===== config.mk =====
export PLATFORM = sky130hd
export DESIGN_NAME = lif_neuron_array_flat
export DESIGN_NICKNAME = d
export VERILOG_FILES = /design/src/rtl/lif_neuron_array_if.sv /design/src/rtl/lif_neuron_array.sv /design/src/flat_wrapper.sv
export SDC_FILE = /design/constraint.sdc
export NUM_CORES = 1
export LEC_CHECK = 0
export BUFFER_PORTS_ARGS = -buffer_cell sky130_fd_sc_hd__buf_2
export CORE_MARGIN = 8
export CORE_UTILIZATION = 50
export CTS_BUF_LIST = sky130_fd_sc_hd__clkbuf_2
export CTS_CLUSTER_DIAMETER = 50
export DETAILED_ROUTE_END_ITERATION = 12
export PLACE_DENSITY = 0.74
export SLEW_MARGIN = 20
export SYNTH_ARGS = -nofsm -noshare
export SYNTH_HDL_FRONTEND = slang
export SYNTH_SLANG_ARGS = --single-unit

===== constraint.sdc =====
create_clock -name clk -period 11.9 [get_ports clk]
set_input_delay 2.38 -clock clk [delete_from_list [all_inputs] [get_ports clk]]
set_output_delay 2.38 -clock clk [all_outputs]
set_load 0.02 [all_outputs]

===== src/rtl/lif_neuron_array_if.sv =====
// Bus bundle for lif_neuron_array: tick strobe, synaptic inputs and threshold
// in; membrane potentials, spikes, refractory flags and spike count out.
interface lif_neuron_array_if #(
  parameter int unsigned WIDTH  = 8,
  parameter int unsigned NUM_CH = 2
);
  logic                      tick;
  logic [NUM_CH*WIDTH-1:0]   i_syn;
  logic [WIDTH-1:0]          threshold;
  logic [NUM_CH*WIDTH-1:0]   v_mem;
  logic [NUM_CH-1:0]         spike;
  logic [NUM_CH-1:0]         refrac;
  logic [15:0]               spike_count;

  modport master (
    output tick, i_syn, threshold,
    input  v_mem, spike, refrac, spike_count
  );

  modport slave (
    input  tick, i_syn, threshold,
    output v_mem, spike, refrac, spike_count
  );
endinterface


===== src/rtl/lif_neuron_array.sv =====
// Array of NUM_CH leaky integrate-and-fire neurons with a shared threshold
// and a global wrapping spike counter.
// Optional feature macro: LIF_REFRACTORY_EN (adds per-channel refractory FSM).
module lif_neuron_array #(
  parameter int unsigned WIDTH        = 8,
  parameter int unsigned NUM_CH       = 2,
  parameter int unsigned LEAK_SHIFT   = 2,
  parameter int unsigned REFRAC_TICKS = 3
) (
  input  logic               clk,
  input  logic               reset,
  lif_neuron_array_if.slave  bus
);

  logic [WIDTH-1:0]  v_q [NUM_CH];
  logic [WIDTH-1:0]  v_d [NUM_CH];
  logic [WIDTH-1:0]  v_n [NUM_CH];
  logic [NUM_CH-1:0] fire;
  logic [NUM_CH-1:0] spike_q, spike_d;
  logic [15:0]       count_q, count_d;

`ifdef LIF_REFRACTORY_EN
  typedef enum logic {ST_INTEGRATE, ST_REFRACTORY} state_t;
  state_t      state_q [NUM_CH];
  state_t      state_d [NUM_CH];
  logic [3:0]  rcnt_q  [NUM_CH];
  logic [3:0]  rcnt_d  [NUM_CH];
`endif

  // Per-channel leak + integrate in WIDTH+1 bits, saturate, compare
  for (genvar k = 0; k < NUM_CH; k++) begin : g_ch
    logic [WIDTH:0] sum;
    assign sum = {1'b0, v_q[k]} - {1'b0, (v_q[k] >> LEAK_SHIFT)}
               + {1'b0, bus.i_syn[k*WIDTH +: WIDTH]};
    assign v_n[k]  = sum[WIDTH] ? '1 : sum[WIDTH-1:0];
    assign fire[k] = (v_n[k] >= bus.threshold);
    assign bus.v_mem[k*WIDTH +: WIDTH] = v_q[k];
`ifdef LIF_REFRACTORY_EN
    assign bus.refrac[k] = (state_q[k] == ST_REFRACTORY);
`endif
  end

`ifndef LIF_REFRACTORY_EN
  // Always zero for any legal REFRAC_TICKS (1..15); no refractory logic is built
  assign bus.refrac = {NUM_CH{REFRAC_TICKS == 0}};
`endif

  assign bus.spike       = spike_q;
  assign bus.spike_count = count_q;

  // Next-state: integrate/fire (and refractory countdown), spike pulse, count
  always_comb begin
    for (int unsigned k = 0; k < NUM_CH; k++) begin
      v_d[k]     = v_q[k];
      spike_d[k] = 1'b0;
`ifdef LIF_REFRACTORY_EN
      state_d[k] = state_q[k];
      rcnt_d[k]  = rcnt_q[k];
`endif
    end
    count_d = count_q;

    if (bus.tick) begin
      for (int unsigned k = 0; k < NUM_CH; k++) begin
`ifdef LIF_REFRACTORY_EN
        if (state_q[k] == ST_REFRACTORY) begin
          v_d[k]    = '0;
          rcnt_d[k] = rcnt_q[k] - 4'd1;
          if (rcnt_q[k] == 4'd1) state_d[k] = ST_INTEGRATE;
        end else if (fire[k]) begin
          spike_d[k] = 1'b1;
          v_d[k]     = '0;
          rcnt_d[k]  = 4'(REFRAC_TICKS);
          state_d[k] = ST_REFRACTORY;
        end else begin
          v_d[k] = v_n[k];
        end
`else
        if (fire[k]) begin
          spike_d[k] = 1'b1;
          v_d[k]     = '0;
        end else begin
          v_d[k] = v_n[k];
        end
`endif
      end
    end

    for (int unsigned k = 0; k < NUM_CH; k++) begin
      count_d = count_d + 16'(spike_d[k]);
    end
  end

  // State registers with synchronous reset taking priority over tick
  always_ff @(posedge clk) begin
    if (reset) begin
      for (int unsigned k = 0; k < NUM_CH; k++) begin
        v_q[k] <= '0;
`ifdef LIF_REFRACTORY_EN
        state_q[k] <= ST_INTEGRATE;
        rcnt_q[k]  <= '0;
`endif
      end
      spike_q <= '0;
      count_q <= '0;
    end else begin
      for (int unsigned k = 0; k < NUM_CH; k++) begin
        v_q[k] <= v_d[k];
`ifdef LIF_REFRACTORY_EN
        state_q[k] <= state_d[k];
        rcnt_q[k]  <= rcnt_d[k];
`endif
      end
      spike_q <= spike_d;
      count_q <= count_d;
    end
  end

endmodule


===== src/flat_wrapper.sv =====
// flat-port wrapper written by rule: the top's interface ports become plain ports
module lif_neuron_array_flat 
#(
  parameter int unsigned WIDTH        = 8,
  parameter int unsigned NUM_CH       = 2,
  parameter int unsigned LEAK_SHIFT   = 2,
  parameter int unsigned REFRAC_TICKS = 3
)
  (clk, reset, bus_tick, bus_i_syn, bus_threshold, bus_v_mem, bus_spike, bus_refrac, bus_spike_count);
  lif_neuron_array_if #(.WIDTH(WIDTH), .NUM_CH(NUM_CH)) bus_i ();
  input  logic clk;
  input  logic reset;
  input wire logic [$bits(bus_i.tick)-1:0] bus_tick;
  input wire logic [$bits(bus_i.i_syn)-1:0] bus_i_syn;
  input wire logic [$bits(bus_i.threshold)-1:0] bus_threshold;
  output wire logic [$bits(bus_i.v_mem)-1:0] bus_v_mem;
  output wire logic [$bits(bus_i.spike)-1:0] bus_spike;
  output wire logic [$bits(bus_i.refrac)-1:0] bus_refrac;
  output wire logic [$bits(bus_i.spike_count)-1:0] bus_spike_count;
  assign bus_i.tick = bus_tick;
  assign bus_i.i_syn = bus_i_syn;
  assign bus_i.threshold = bus_threshold;
  assign bus_v_mem = bus_i.v_mem;
  assign bus_spike = bus_i.spike;
  assign bus_refrac = bus_i.refrac;
  assign bus_spike_count = bus_i.spike_count;
  lif_neuron_array #(.WIDTH(WIDTH), .NUM_CH(NUM_CH), .LEAK_SHIFT(LEAK_SHIFT), .REFRAC_TICKS(REFRAC_TICKS)) u_core (.clk(clk), .reset(reset), .bus(bus_i));
endmodule

# Word-level counts from Yosys, hierarchy flattened
# Memory sizes are Yosys's and may differ from the RTL's.
# Index checks and enable logic that the tools add are counted.
# Widths: inputs -> output; s select.
# totals
regBits	18
ram_bits	16
inputBits	27
out_inout_bits	36
elab_cells	26
memories	1
# mem_list
memory	depth	width	rd	rd_ports_with_merged_regs	write_ports	line_no	rtl
u_core.v_q	2	8	2	0	2	lif_neuron_array.sv:15	logic [WIDTH-1:0] v_q [NUM_CH];
# classes
addsub	6
n_lt_le_gt_ge	2
muxes	13
n_bitwise	2
# op_table
cell	n
$mux 8	6
$add 16x1->16	2
$add 9x8->9	2
$sub 8x6->9	2
$ge 8x8->1	2
$mux 16	1
$mux 1	5
$mux 2	1
$or 1x1->1	2

# Logic depth before layout (Yosys ltp)
# An unclocked memory read counts as a cell.
# depth
depth_word	9
depth_mapped	23
ltp_nobuf	23

# Least setup slack after synthesis
# No wires, ideal clock.
# synth_path
path_kind	input port to flip-flop
start	in bus_i_syn[1]
end	reg u_core.count_q[12], in the netlist u_core.bus.spike_count[12]
setup_ps	70
arrival_ps	6432
required_ps	11830
setup_slack_ps	5398
path_stages	19
n_path_buf	0
path_cell_list	inv_1 > fa_1 > inv_1 > fa_1 > a211oi_2 > o211ai_1 > a221oi_2 > nor2_1 > ha_1 > nor2b_1 > o21ai_0 > a21oi_1 > nand2b_1 > fa_1 > inv_1 > ha_1 > nand4_1 > or3_1 > a21oi_1
# synth_between
elab_chain_cells	7
# synth_rtl
item	line_no	rtl
from (decl)	flat_wrapper.sv:14	input wire logic [$bits(bus_i.i_syn)-1:0] bus_i_syn;
$add 9x8->9	lif_neuron_array.sv:34	+ {1'b0, bus.i_syn[k*WIDTH +: WIDTH]};
$mux 8	lif_neuron_array.sv:35	assign v_n[k] = sum[WIDTH] ? '1 : sum[WIDTH-1:0];
$ge 8x8->1	lif_neuron_array.sv:36	assign fire[k] = (v_n[k] >= bus.threshold);
$mux 1	lif_neuron_array.sv:79	if (fire[k]) begin
$mux 2	lif_neuron_array.sv:63	if (bus.tick) begin
$add 16x1->16 (2 in series)	lif_neuron_array.sv:90	count_d = count_d + 16'(spike_d[k]);
to (signal assigned)	lif_neuron_array.sv:115	count_q <= count_d;
to (decl)	lif_neuron_array.sv:20	logic [15:0] count_q, count_d;
# No other way between the ends.
# A chain may end at the register's enable or synchronous reset.

# Worst setup path after layout
# Ends and elaborated chain as after synthesis.

==> run_results.csv <==
group,metric,value,unit
worst_setup_path,cp_slowest_stage_delay,0.55,ns
run,drv_cap,0,
power,finalPower,0.000757,W
worst_hold_path,hold_class,"flop to flop",
place,io_buffers,60,
die,start_util,51.7,%
global_routing,grt_util_all_layers,15.4,%
worst_setup_path,critical_path.max_fanout,10,
die,die_w,94.2,um
final_layout,instances_no_fill,496,
clock_network,post_cts_resized,0,
final_layout,nets,500,
drt,final_antenna_net_count,0,
timing,grt_setup_unrepaired,"no",
timing,max_freq,0.147,GHz
drt,drtIter0Drc,102,
global_routing,grt_pass1_wl,11200,um
final_layout,drive_gt1_share,20.2,%
timing,worst_pin_slew,1.10,ns
logic_synthesis,async_flop_share,0,%
power,comb_power_share,73.4,%
worst_setup_path,crit_chain,"buf_2 > inv_1 > fa_1 > inv_1 > fa_1 > a211oi_2 > o211ai_1 > a221oi_2 > nor2_1 > ha_1 > nor2b_1 > o21ai_0 > a21oi_1 > nand2b_1 > fa_1 > inv_1 > ha_1 > nand4_1 > or3_1 > a21oi_1",
power,intPower,0.000385,W
clock_network,clock-sinks,34,
logic_synthesis,synthFlopType,"dfxtp_1",
logic_synthesis,yosys_warnings,0,
worst_setup_path,worstSetupPathType,"primary input to flop",
clock_network,cts.path.max_buffers,2,
power,peakVddDrop,109,uV
die,die_area,0.00888,mm^2
die,io_pins,63,
drt,via_per_inst,5.23,
worst_setup_path,critPathTopFamily,"adder cells",
worst_setup_path,end_kind,"flop",
timing,post-route-period-util,57.1,%
clock_network,cts_root_buf,"clkbuf_2",
clock_network,postCtsHoldBufs,0,
timing,fin_setup_tns,0,ns
outcome,status,"finished, final reports clean",
die,rows,28,
logic_synthesis,synth_mux_area_share,0,%
timing,min_period,6.79,ns
clock_network,tritoncts,"yes",
logic_synthesis,ys_seq_elements,34,
logic_synthesis,synthSimpleGateAreaFrac,14.5,%
timing,finalSetupViolations,0,
logic_synthesis,syn-cell-area,0.00306,mm^2
logic_synthesis,synthCells,360,
timing,slew_headroom,26.4,%
logic_synthesis,synth-adder-area-share,24.5,%
logic_synthesis,ys_seq_area_share,22.2,%
drt,via_count,2593,
drt,avgRoutedWirePerCell,13.3,um
clock_network,postCtsSetupBuffers,0,
place,dp_cells,489,
die,die_h,94.2,um
clock_network,htree_levels,2,
worst_setup_path,crit_arrival,7.11,ns
power,switchingPower,0.000373,W
timing,fin_skew,0.0122,ns
timing,fin_ws,5.11,ns
clock_network,cts-buffers-inserted,5,
power,pwr-share-clk,6.8,%
place,hpwl,5400,um
power,seqPwrFrac,19.8,%
worst_setup_path,slowest_stage,"a221oi_2",
power,p_leak,1.74,nW
worst_setup_path,reg2reg_setup_slack,6.70,ns
drt,drt_wl_total,6590,um
final_layout,n_antenna_cell,0,
power,power_density,220,mW/mm^2
clock_network,clock_latency,0.37,ns
place,place_congestion,0.836,
drt,drc,0,
timing,report.final.slew_viol_count,0,
logic_synthesis,synthDistinctLibCells,56,
logic_synthesis,synth_top_family_by_area,"adder cells",
worst_setup_path,critPathBufInv,4,
logic_synthesis,synth_compound_area_share,23.3,%
worst_setup_path,cp_data_required_time,12.22,ns
clock_network,clk_pin_slew_worst_paths,0.17,ns
global_routing,grt_pass1_vias,2508,
power,power.share.switching,49.2,%
drt,dr.pass1.iters,4,
global_routing,grt_max_degree,19,
global_routing,grt-ovfl-total,0,
worst_setup_path,startpoint_type,"primary input",
place,pre_cts_slack,4.68,ns
timing,hold_slack,0.489,ns
logic_synthesis,synth_edf_count,0,
global_routing,antenna_found_initial,0,
logic_synthesis,synthXorXnorAreaFrac,4.29,%
final_layout,area_growth_syn_to_layout,12.8,%
logic_synthesis,syn_area_per_cell,8.50,um^2
timing,finalHoldViolCount,0,
die,core,0.00592,mm^2
worst register-to-register path, delay by kind of cell (launching register included):
kind	cells	cell delay, ns
AOI/OAI and AO/OA	6	1.53
adders and majority gates	5	1.97
buffers and inverters	3	0.22
DFF	1	0.40
and+or+nand+nor	5	1.04
sequential cells by signal, indices dropped and copies added (netlist names):
signal                  count
u_core.bus.spike            2
u_core.bus.spike_count     16
u_core.v_q                 16
placed cells by master, fill, tap and decap left out, types with 2 or more instances in the layout:
master	instances
a21o_1	7
dfxtp_1	34
xnor2_1	7
conb_1	2
fa_1	13
ha_1	39
a22o_1	8
xor2_1	8
nor3_1	5
a21oi_1	12
inv_1	78
o21a_1	3
a32o_1	6
nand4_1	3
o21ai_0	12
o211a_1	2
o211ai_1	4
a221oi_1	2
nor2b_1	7
clkinv_2	2
nand3b_1	2
buf_2	60
o22ai_2	5
clkbuf_2	5
a211oi_1	7
or3_1	4
a211oi_2	2
and2_1	2
nand3_1	7
nand2_1	16
nand2b_1	7
nor2_1	27
final cells by class:
cell class	instances	area (um^2)
clock buffer	5	25.0
clock inverter	2	10.0
fill	544	2470
inverter	79	297
multi-input combinational	241	2040
sequential	34	681
tap	75	93.8
timing repair buffer	60	300
worst paths after layout:
path	cells after the start	from	endpoint
hold / removal	2	u_core.v_q[0][0]	u_core.v_q[0][0]
setup / recovery	20	bus_i_syn[1]	u_core.bus.spike_count[12]
hold reg to reg	2	u_core.v_q[0][0]	u_core.v_q[0][0]
setup reg to reg	19	u_core.v_q[0][1]	u_core.bus.spike_count[12]
synthesized netlist by cell type (2+ instances only):
master,number,area (um^2)
nor2b_1,7,43.8
a22o_1,8,70.1
nand3b_1,2,15.0
buf_4,2,15.0
o21a_1,3,22.5
o22ai_2,5,62.6
nor2_1,27,101
or3_1,4,25.0
o211a_1,2,20.0
nand2_1,16,60.1
a221oi_1,2,17.5
o21ai_0,12,60.1
a211oi_2,2,25.0
inv_1,78,293
o211ai_1,4,30.0
nor3_1,5,25.0
ha_1,39,488
nand4_1,3,18.8
nand2b_1,7,43.8
a21o_1,7,52.6
a211oi_1,7,52.6
nand3_1,7,35.0
fa_1,13,260
xor2_1,8,70.1
dfxtp_1,34,681
clkbuf_1,3,11.3
a21oi_1,12,60.1
xnor2_1,7,61.3
and2_1,2,12.5
a32o_1,6,60.1
layer usage:
metal	wire, um	part of all wire (%)	global-route usage [%]	up-vias
li1	-	-	-	1335
met1	3220	49	20.0	1187
met2	2890	44	23.6	64
met3	421	6.4	5.92	7
met4	55	0.83	2.91	0
met5	0	0	0	-
power groups by stage:
stage	sequential [W]	combinational (W)	clock, W
3_5_place_dp	0.000152	0.000552	0
4_1_cts	0.000150	0.000556	0.0000527
2_1_floorplan	0.000168	0.000426	0
5_1_grt	0.000153	0.000625	0.0000612
6_report	0.000150	0.000556	0.0000517
3_3_place_gp	0.000152	0.000534	0
kinds of logic (layout without fill, tap and decap cells):
family	Yosys count	count (layout)
and+or+nand+nor	87	87
DFF	34	34
xor gates and xnor gates	15	15
buffers and inverters	86	146
other	1	2
adders and majority gates	52	52
AOI/OAI and AO/OA	85	85
per-stage QoR:
step | util (%) | area (um^2)
3_3_place_gp | 57.7 | 3410
6_report | 58.3 | 3450
2_1_floorplan | - | 3060
4_1_cts | 58.3 | 3450
3_5_place_dp | 57.7 | 3410
5_1_grt | 58.3 | 3450
Power figures use the tool's default switching activity.
